<file path="src/rtl/pipe_ctrl_pkg.sv">
// Shared types and defaults for the pipeline sequencer.
package pipe_ctrl_pkg;

   // Sequencer states: normal issue, then the three phases of a UART byte send.
   typedef enum logic [1:0] {
      RUN     = 2'd0,
      TX_WAIT = 2'd1,
      TX_BUSY = 2'd2,
      TX_DONE = 2'd3
   } pipe_state_e;

   localparam int TIMEOUT_DEF = 8191;
   localparam int CNT_W_DEF   = 32;

endpackage

</file>
<file path="src/rtl/pipe_ctrl_sat_counter.sv">
// Saturating up-counter: counts qualifying cycles, sticks at all-ones.
module sat_counter #(
   parameter int W = 32
) (
   input  logic         clk,
   input  logic         rst,
   input  logic         inc,
   output logic [W-1:0] q
);

   logic [W-1:0] r_q;
   logic         w_full;

   assign w_full = &r_q;

   // Count one per inc cycle, holding once every bit is set.
   always_ff @(posedge clk) begin
      if (rst) begin
         r_q <= '0;
      end else if (inc && !w_full) begin
         r_q <= r_q + 1'b1;
      end
   end

   assign q = r_q;

endmodule

</file>
<file path="src/rtl/pipe_ctrl.sv">
// Pipeline sequencer: maps hazard and UART-store events onto per-stage
// enable/flush/bubble controls, runs the UART TX byte handshake, and keeps
// saturating stall/flush debug counters.
//
// TX handshake: the UART accepts a byte on any cycle where tx_start_o is
// high; tx_start_o is only raised while tx_busy_i is low, lasts exactly one
// cycle, and is never repeated for the same store. Completion is a rise of
// tx_busy_i after the start followed by its fall.
module pipe_ctrl
   import pipe_ctrl_pkg::*;
#(
   parameter int TIMEOUT = TIMEOUT_DEF,
   parameter int CNT_W   = CNT_W_DEF
) (
   input  logic             clk,
   input  logic             rst,
   input  logic             ld_use_i,
   input  logic             br_taken_i,
   input  logic             uart_wr_i,
   input  logic             tx_busy_i,
   output logic             tx_start_o,
   output logic             t_byte_o,
   output logic             pc_en_o,
   output logic             ir_d_en_o,
   output logic             ir_e_en_o,
   output logic             flush_d_o,
   output logic             bubble_e_o,
   output logic             tx_timeout_o,
   output logic [CNT_W-1:0] stall_cnt_o,
   output logic [CNT_W-1:0] flush_cnt_o,
   output pipe_state_e      state_o
);

   localparam int              TO_W    = $clog2(TIMEOUT + 1);
   // r_to_cnt holds the number of stall cycles already completed, so the
   // current cycle is stall cycle r_to_cnt+1; the TIMEOUT-th cycle is the last.
   localparam logic [TO_W-1:0] TO_LAST = TO_W'(TIMEOUT - 1);

   pipe_state_e     r_state;
   pipe_state_e     w_state_nxt;
   logic [TO_W-1:0] r_to_cnt;
   logic            r_seen_busy;
   logic            r_tx_timeout;

   logic            w_to_hit;
   logic            w_to_clr;
   logic            w_to_set;
   logic            w_seen_clr;
   logic            w_in_tx;

   logic            w_pc_en;
   logic            w_ir_d_en;
   logic            w_ir_e_en;
   logic            w_flush_d;
   logic            w_bubble_e;
   logic            w_t_byte;
   logic            w_tx_start;

   assign w_in_tx  = (r_state == TX_WAIT) || (r_state == TX_BUSY);
   assign w_to_hit = w_in_tx && (r_to_cnt == TO_LAST);

   // State register.
   always_ff @(posedge clk) begin
      if (rst) begin
         r_state <= RUN;
      end else begin
         r_state <= w_state_nxt;
      end
   end

   // Next state and control decode; RUN decodes straight from the hazard inputs.
   always_comb begin
      w_state_nxt = r_state;
      w_pc_en     = 1'b1;
      w_ir_d_en   = 1'b1;
      w_ir_e_en   = 1'b1;
      w_flush_d   = 1'b0;
      w_bubble_e  = 1'b0;
      w_t_byte    = 1'b0;
      w_tx_start  = 1'b0;
      w_to_clr    = 1'b0;
      w_to_set    = 1'b0;
      w_seen_clr  = 1'b0;

      unique case (r_state)
         RUN: begin
            if (uart_wr_i) begin
               w_pc_en     = 1'b0;
               w_ir_d_en   = 1'b0;
               w_ir_e_en   = 1'b0;
               w_t_byte    = 1'b1;
               w_to_clr    = 1'b1;
               w_state_nxt = TX_WAIT;
            end else if (br_taken_i) begin
               // A taken branch discards a dependent load-use victim too,
               // so this cycle is a flush and not a stall.
               w_flush_d  = 1'b1;
               w_bubble_e = 1'b1;
            end else if (ld_use_i) begin
               w_pc_en    = 1'b0;
               w_ir_d_en  = 1'b0;
               w_bubble_e = 1'b1;
            end
         end
         TX_WAIT: begin
            w_pc_en   = 1'b0;
            w_ir_d_en = 1'b0;
            w_ir_e_en = 1'b0;
            w_t_byte  = 1'b1;
            // Timeout wins so a stuck transmitter never receives a start.
            if (w_to_hit) begin
               w_to_set    = 1'b1;
               w_state_nxt = TX_DONE;
            end else if (!tx_busy_i) begin
               w_tx_start  = 1'b1;
               w_seen_clr  = 1'b1;
               w_state_nxt = TX_BUSY;
            end
         end
         TX_BUSY: begin
            w_pc_en   = 1'b0;
            w_ir_d_en = 1'b0;
            w_ir_e_en = 1'b0;
            w_t_byte  = 1'b1;
            if (w_to_hit) begin
               w_to_set    = 1'b1;
               w_state_nxt = TX_DONE;
            end else if (r_seen_busy && !tx_busy_i) begin
               w_state_nxt = TX_DONE;
            end
         end
         TX_DONE: begin
            // Release cycle: the store leaves E; hazard inputs are ignored.
            w_state_nxt = RUN;
         end
         default: begin
            w_state_nxt = RUN;
         end
      endcase

      if (rst) begin
         w_pc_en    = 1'b0;
         w_ir_d_en  = 1'b0;
         w_ir_e_en  = 1'b0;
         w_flush_d  = 1'b1;
         w_bubble_e = 1'b1;
         w_t_byte   = 1'b0;
         w_tx_start = 1'b0;
      end
   end

   // TX stall timeout counter: cleared on entry to TX_WAIT, runs while stalled.
   always_ff @(posedge clk) begin
      if (rst) begin
         r_to_cnt <= '0;
      end else if (w_to_clr) begin
         r_to_cnt <= '0;
      end else if (w_in_tx && !w_to_hit) begin
         r_to_cnt <= r_to_cnt + 1'b1;
      end
   end

   // Remember that the transmitter went busy after our start pulse.
   always_ff @(posedge clk) begin
      if (rst) begin
         r_seen_busy <= 1'b0;
      end else if (w_seen_clr) begin
         r_seen_busy <= 1'b0;
      end else if ((r_state == TX_BUSY) && tx_busy_i) begin
         r_seen_busy <= 1'b1;
      end
   end

   // Sticky timeout flag, cleared only by reset.
   always_ff @(posedge clk) begin
      if (rst) begin
         r_tx_timeout <= 1'b0;
      end else if (w_to_set) begin
         r_tx_timeout <= 1'b1;
      end
   end

   sat_counter #(.W(CNT_W)) u_stall_cnt (
      .clk (clk),
      .rst (rst),
      .inc (~w_pc_en),
      .q   (stall_cnt_o)
   );

   sat_counter #(.W(CNT_W)) u_flush_cnt (
      .clk (clk),
      .rst (rst),
      .inc (w_flush_d),
      .q   (flush_cnt_o)
   );

   assign pc_en_o      = w_pc_en;
   assign ir_d_en_o    = w_ir_d_en;
   assign ir_e_en_o    = w_ir_e_en;
   assign flush_d_o    = w_flush_d;
   assign bubble_e_o   = w_bubble_e;
   assign t_byte_o     = w_t_byte;
   assign tx_start_o   = w_tx_start;
   assign tx_timeout_o = r_tx_timeout;
   assign state_o      = r_state;

endmodule

</file>
<file path="config.mk">
export PLATFORM = sky130hd
export DESIGN_NAME = pipe_ctrl
export DESIGN_NICKNAME = d
export VERILOG_FILES = /design/src/rtl/pipe_ctrl_pkg.sv /design/src/rtl/pipe_ctrl_sat_counter.sv /design/src/rtl/pipe_ctrl.sv
export SDC_FILE = /design/constraint.sdc
export NUM_CORES = 1
export LEC_CHECK = 0
export CELL_PAD_IN_SITES_DETAIL_PLACEMENT = 0
export CELL_PAD_IN_SITES_GLOBAL_PLACEMENT = 2
export CORE_ASPECT_RATIO = 1.1
export CORE_MARGIN = 1.5
export CORE_UTILIZATION = 34
export DETAILED_ROUTE_END_ITERATION = 12
export GPL_TIMING_DRIVEN = 0
export PLACE_DENSITY_LB_ADDON = 0.1
export SLEW_MARGIN = 40
export SYNTH_ARGS = -nofsm -noshare
export SYNTH_HDL_FRONTEND = slang
export SYNTH_HIERARCHICAL = 1
export SYNTH_SLANG_ARGS = --single-unit
</file>
<file path="constraint.sdc">
create_clock -name clk -period 3.6 [get_ports clk]
set_input_delay 1.08 -clock clk [delete_from_list [all_inputs] [get_ports clk]]
set_output_delay 1.08 -clock clk [all_outputs]
set_load 0.1 [all_outputs]
</file>
# Word level (Yosys, flattened, before mapping)
# Index checks and enable logic that the tools add are counted.
# totals
input_bits,6
ff_bits,81
ramBits,0
memories,0
latch_bits,0
wordCells,68
mem_bits_ro,0
output_inout_bits,74
# classes
addsub,3
multipliers,0
magnitude_cmp,0
div,0
shift,0
n_bitwise,1
eq_ne,7
n_reduce_logical,18
mux,33
# ops
operator,count
"adder 32 x 1 -> 32 bit, second input constant",2
AND reduction 32 bit,2
2-to-1 mux 1 bit,24
"adder 13 x 1 -> 13 bit, second input constant",1
"equality test 13 bit, second input constant",1
2-to-1 mux 2 bit,5
one-hot mux 2 bit (4 select lines),1
logical AND 1 bit,6
one-hot mux 1 bit (2 select lines),3
OR reduction 2 bit,3
"equality test 2 bit, second input constant",2
logical NOT 1 bit,4
"inequality test 3 x 2 -> 1 bit, second input constant",1
"inequality test 3 bit, second input constant",1
AND reduction 3 bit,1
"equality test 2 x 1 -> 1 bit, second input constant",1
logical NOT 2 bit,1
"inequality test 2 bit, second input constant",1
logical OR 1 bit,1
inverter 1 bit,1

# Longest topological paths before layout
# logic_depth
word_depth,7
depth_mapped,9
ltp_nobuf,9

# Cells and area by module
# The synthesis kept the hierarchy.
# by_module_without_submodules
mod,seq_area_each_um2,area_per_inst_um2,cells_per_inst,n_inst
sat_counter,640.6,1721.7,191,2
pipe_ctrl,340.3,1064.8,127,1

# Worst setup path after synthesis
# No wires, ideal clock.
# synth_timing
path_kind,reg-to-output
start,"register r_state[0], in the netlist state_o[0]"
end,output port tx_start_o
setup_slack_ns,-1.362
t_arrival_ns,3.882
t_required_ns,2.520
n_path_buf,0
stages_incl_launch_ff,6
path_cell_list,dfxtp_1 -> inv_1 -> ha_1 -> nand3_1 -> nor4_1 -> nor3_1
# synth_via
elab_chain_cells,6
elab_cells_between_ends,7
classes_between,eq/ne (2); mux (3); reduce/logical (2)
# synth_rtl
element,line_no,text
start: declaration,pipe_ctrl.sv:39,pipe_state_e r_state;
start signal: assignment,pipe_ctrl.sv:67,r_state <= w_state_nxt;
equality test 2 x 1 -> 1 bit / equality test 2 bit (equally long branches),"pipe_ctrl.sv:59, pipe_ctrl.sv:85",
logical OR 1 bit,pipe_ctrl.sv:59,assign w_in_tx = (r_state == TX_WAIT) || (r_state == TX_BUSY);
logical AND 1 bit,pipe_ctrl.sv:60,assign w_to_hit = w_in_tx && (r_to_cnt == TO_LAST);
2-to-1 mux 1 bit,pipe_ctrl.sv:111,if (w_to_hit) begin
2-to-1 mux 1 bit *,pipe_ctrl.sv:85,unique case (r_state)
2-to-1 mux 1 bit *,pipe_ctrl.sv:141,if (rst) begin
end: declaration,pipe_ctrl.sv:21,"output logic tx_start_o,"
# Mark *: on every way between the ends. The rest lies on a longest branch, timed or not.

# Worst setup path in the final report
# layout_timing
start,input port ld_use_i
end,output port pc_en_o
# layout_via
elab_chain_cells,5
# layout_rtl
element,line_no,text
start: declaration,pipe_ctrl.sv:17,"input logic ld_use_i,"
2-to-1 mux 1 bit,pipe_ctrl.sv:99,end else if (ld_use_i) begin
2-to-1 mux 1 bit,pipe_ctrl.sv:94,end else if (br_taken_i) begin
2-to-1 mux 1 bit,pipe_ctrl.sv:87,if (uart_wr_i) begin
one-hot mux 1 bit (2 select lines),pipe_ctrl.sv:85,
2-to-1 mux 1 bit,pipe_ctrl.sv:141,
end: declaration,pipe_ctrl.sv:23,"output logic pc_en_o,"
# No other way between the ends.

==> results by group <==
Floorplanning
  – DIE AREA: 14000 um^2
  – Core region area: 12800 um^2
  – Rows: 43
  – Die H: 124 um
  – Starting Density: 35.4%
  – I/O pin count: 80
  – Die width: 113 um

Timing
  – Final setup viols: 0
  – RSZ-0062 raised after global routing: false
  – Fin crit share: 98.5%
  – Fmax: 282 MHz
  – Normalized max-slew margin: 58.1%
  – Max Slew Vio Count: 0
  – Least-Margin Pin Slew: 0.621 ns
  – Clk_skew: 0.00447 ns
  – Final Hold Viols: 0
  – Fin crit period: 3.55 ns

Setup path
  – CP required: 2.52 ns
  – Worst Setup End Kind: output port
  – CP Launch Type: input port
  – Worst reg2reg setup slack: 1.01 ns
  – Worst r2r path cells: 9
  – Crit path max fanout: 9
  – Slowest stage cell, crit path: clkdlybuf4s50_1
  – Reg2reg end: u_flush_cnt/q[26]
  – Worst path max stage delay: 0.42 ns
  – Arrival time worst endpoint: 2.47 ns
  – FF-to-FF Start: state_o[0]
  – Kind of critical path: input port to output port
  – CP cell instances: clkdlybuf4s50_1 > a21o_1 > a211o_4 > clkinvlp_4 > buf_6 > buf_12

Power and ir drop
  – Peak supply drop: 0.603 mV
  – Sw Share: 38.3%
  – Int Power: 1740 uW
  – P_leak: 0.00202 uW
  – Sequential power share: 35.5%
  – Logic gate share of total power: 30.6%
  – Pwr Density: 512 nW/um^2
  – Clock share of power: 33.9%
  – Psw: 1080 uW

Yosys
  – Seq cells post-synth: 81
  – Sequential area share after synthesis: 36.0%
  – Area contributors post-synth: dfxtp_1 (36%), a21oi_1 (6.0%), or3_1 (5.1%)
  – Post-synth EDFFs: 0
  – Synthesis Warnings: 6
  – Asr flop ratio synth: 0%
  – Yosys cell types: 57
  – Syn_nets: 524
  – Cell Area, Synth: 4510 um^2
  – Yosys top cell by area: dfxtp_1
  – Top_reg_cell synth: dfxtp_1
  – Syn Inst Count: 509
  – Share of the synthesized area in the top cell type: 36.0%
  – Post-Syn Area per Cell: 8.86 um^2

Clock network
  – Clock-pin slew on the worst setup and hold paths: 0.06 ns
  – Total CTS buffers: 9
  – Root Buffer Master: clkbuf_16
  – CTS H-Tree Depth: 3
  – Maximum clock path buffer count: 2
  – CTS tree: done
  – Insertion delay to the later sink of the worst-skew pair: 0.34 ns
  – Clk sinks: 81

Layout
  – Ant diodes: 0
  – Post-route cell area: 5500 um^2
  – Fillcell total: 1296
  – Fin nets: 613
  – Layout cells sized above 1: 25.2%
  – Final Core Density: 43.1%
  – Area Growth Syn to Fin: 22.0%

Min path
  – HP Class: flop to flop
  – Hold-critical path depth: 2
  – WHS Endpoint: tx_timeout_o
  – Hold path start: tx_timeout_o

Routing
  – DRT iter0 DRCs: 131
  – Via density: 5.43
  – Wire length per cell: 15.6 um
  – Total length of routed wires: 11800 um
  – Antenna-violating nets left: 0
  – DRC: 0
  – Vias: 4128
  – DRT Pass-1 Iters: 7

Global routing
  – Initial antenna violation count: 0
  – Largest net degree at the start of global routing: 23
  – Grt ovf: 0
  – Vias in the first global route: 3859
  – Tot GR Track Use: 17.8%
  – Global-route wire length before repair: 19600 um

Flow run
  – Max Cap Viol: 0

Place
  – Placement Cell Area: 5150 um^2
  – Routability Congestion: 0.790
  – Number of port buffers: 79
  – Post-DP HPWL: 8500 um

Outcome
  – Status: finished, final reports clean
[metrics by stage]
stage	TNS [ns]	std cells	hold WS [ns]	power, uW	setup slack, ns
final	0	760	0.469	2820	0.0545
after global routing	0	760	0.526	2960	0.00357
after CTS	0	760	0.474	2860	0.0318
after detailed placement	-18.47	745	0.460	1850	-0.834
after global placement	-22.25	745	0.453	1890	-1.53
after floorplan	-0.124	509	0.450	1700	-0.112
[power by group through the flow]
stage               logic [uW]  registers, uW  clock network [uW]
finish                     861           1000                 955
global route               926           1010                1030
CTS                        868           1000                 993
detailed placement         825           1020                   0
global placement           873           1020                   0
floorplan                  487           1210                   0
[state kept, by name, summed over array words and instances (netlist names)]
signal         count
u_flush_cnt/q     32
state_o            2
tx_timeout_o       1
r_seen_busy        1
u_stall_cnt/q     32
r_to_cnt          13
[cell usage after synthesis (3+ instances only)]
cell type,instances
a21o_1,4
ha_1,9
xnor2_1,19
nand2b_1,3
buf_2,6
nor2_1,33
nand2_1,30
a211oi_1,8
inv_1,14
xor2_1,8
or4_1,6
nor4b_2,4
and3_1,9
and4_1,15
dfxtp_1,81
o31ai_1,9
nand3_1,26
nand4_4,5
buf_6,4
a21oi_1,54
or3_1,37
o21ai_1,20
clkbuf_1,10
nand4_1,13
nor3_1,8
and2_1,7
o21ai_0,19
[cells in the final DEF, fill, tap and decap left out, types with 15 or more instances in the layout]
cell / instances
a21oi_1: 54
and4_1: 15
buf_2: 76
dfxtp_1: 79
nand2_1: 30
nand3_1: 26
nor2_1: 32
o21ai_0: 19
o21ai_1: 20
or3_1: 37
xnor2_1: 19
[metal layers]
layer	routed length (um)	track usage (%)	up-vias
met4	150	6.49	0
met1	5680	23.6	1947
met5	0	0	-
li1	-	-	2096
met3	469	3.84	10
met2	5530	28.6	75
[logic make-up after synthesis]
kind of cell             count (synthesis)  share of synthesized area [%]
AND/OR/NAND/NOR                        219                           30.8
AO/OA/AOI/OAI                          136                           21.2
XOR/XNOR                                27                           5.25
buffers and inverters                   35                           3.83
flip-flops                              81                           36.0
adder cells (fa/ha/maj)                  9                           2.50
multiplexers                             2                          0.444
[final cells by class]
| type | count | area [um^2] | area share (%) |
|---|---|---|---|
| inverter | 14 | 56.3 | 1.02 |
| clock inverter | 5 | 53.8 | 0.978 |
| multi-input combinational | 393 | 2750 | 50.0 |
| timing repair buffer | 79 | 445 | 8.10 |
| buffer | 20 | 120 | 2.18 |
| tap | 157 | 196 | 3.57 |
| sequential | 81 | 1620 | 29.5 |
| clock buffer | 11 | 253 | 4.59 |
[how the worst max path moves through the flow]
stage | start | end | slack, ns | cells past startpoint
final | ld_use_i | pc_en_o | 0.05 | 6
after global routing | ld_use_i | pc_en_o | 0.004 | 6
after CTS | state_o[0] | tx_start_o | 0.03 | 6
after detailed placement | rst | pc_en_o | -0.83 | 6
after global placement | rst | bubble_e_o | -1.53 | 5
after floorplan | state_o[0] | tx_start_o | -0.11 | 5
[what timing repair did]
item / 4_1_cts / 5_1_grt
hold buffers: 0 / 0
endpoints found under the hold margin: 0 / 0
setup buffers: 0 / 0
resized for setup: 16 / 0
endpoints found under the setup margin: 18 / 0
[critical path: cells and delay by family]
family | cells | cell delay, ns
buf+inv | 4 | 0.78
compound gates | 2 | 0.60
No activity file was read; power rests on OpenSTA's default activity.
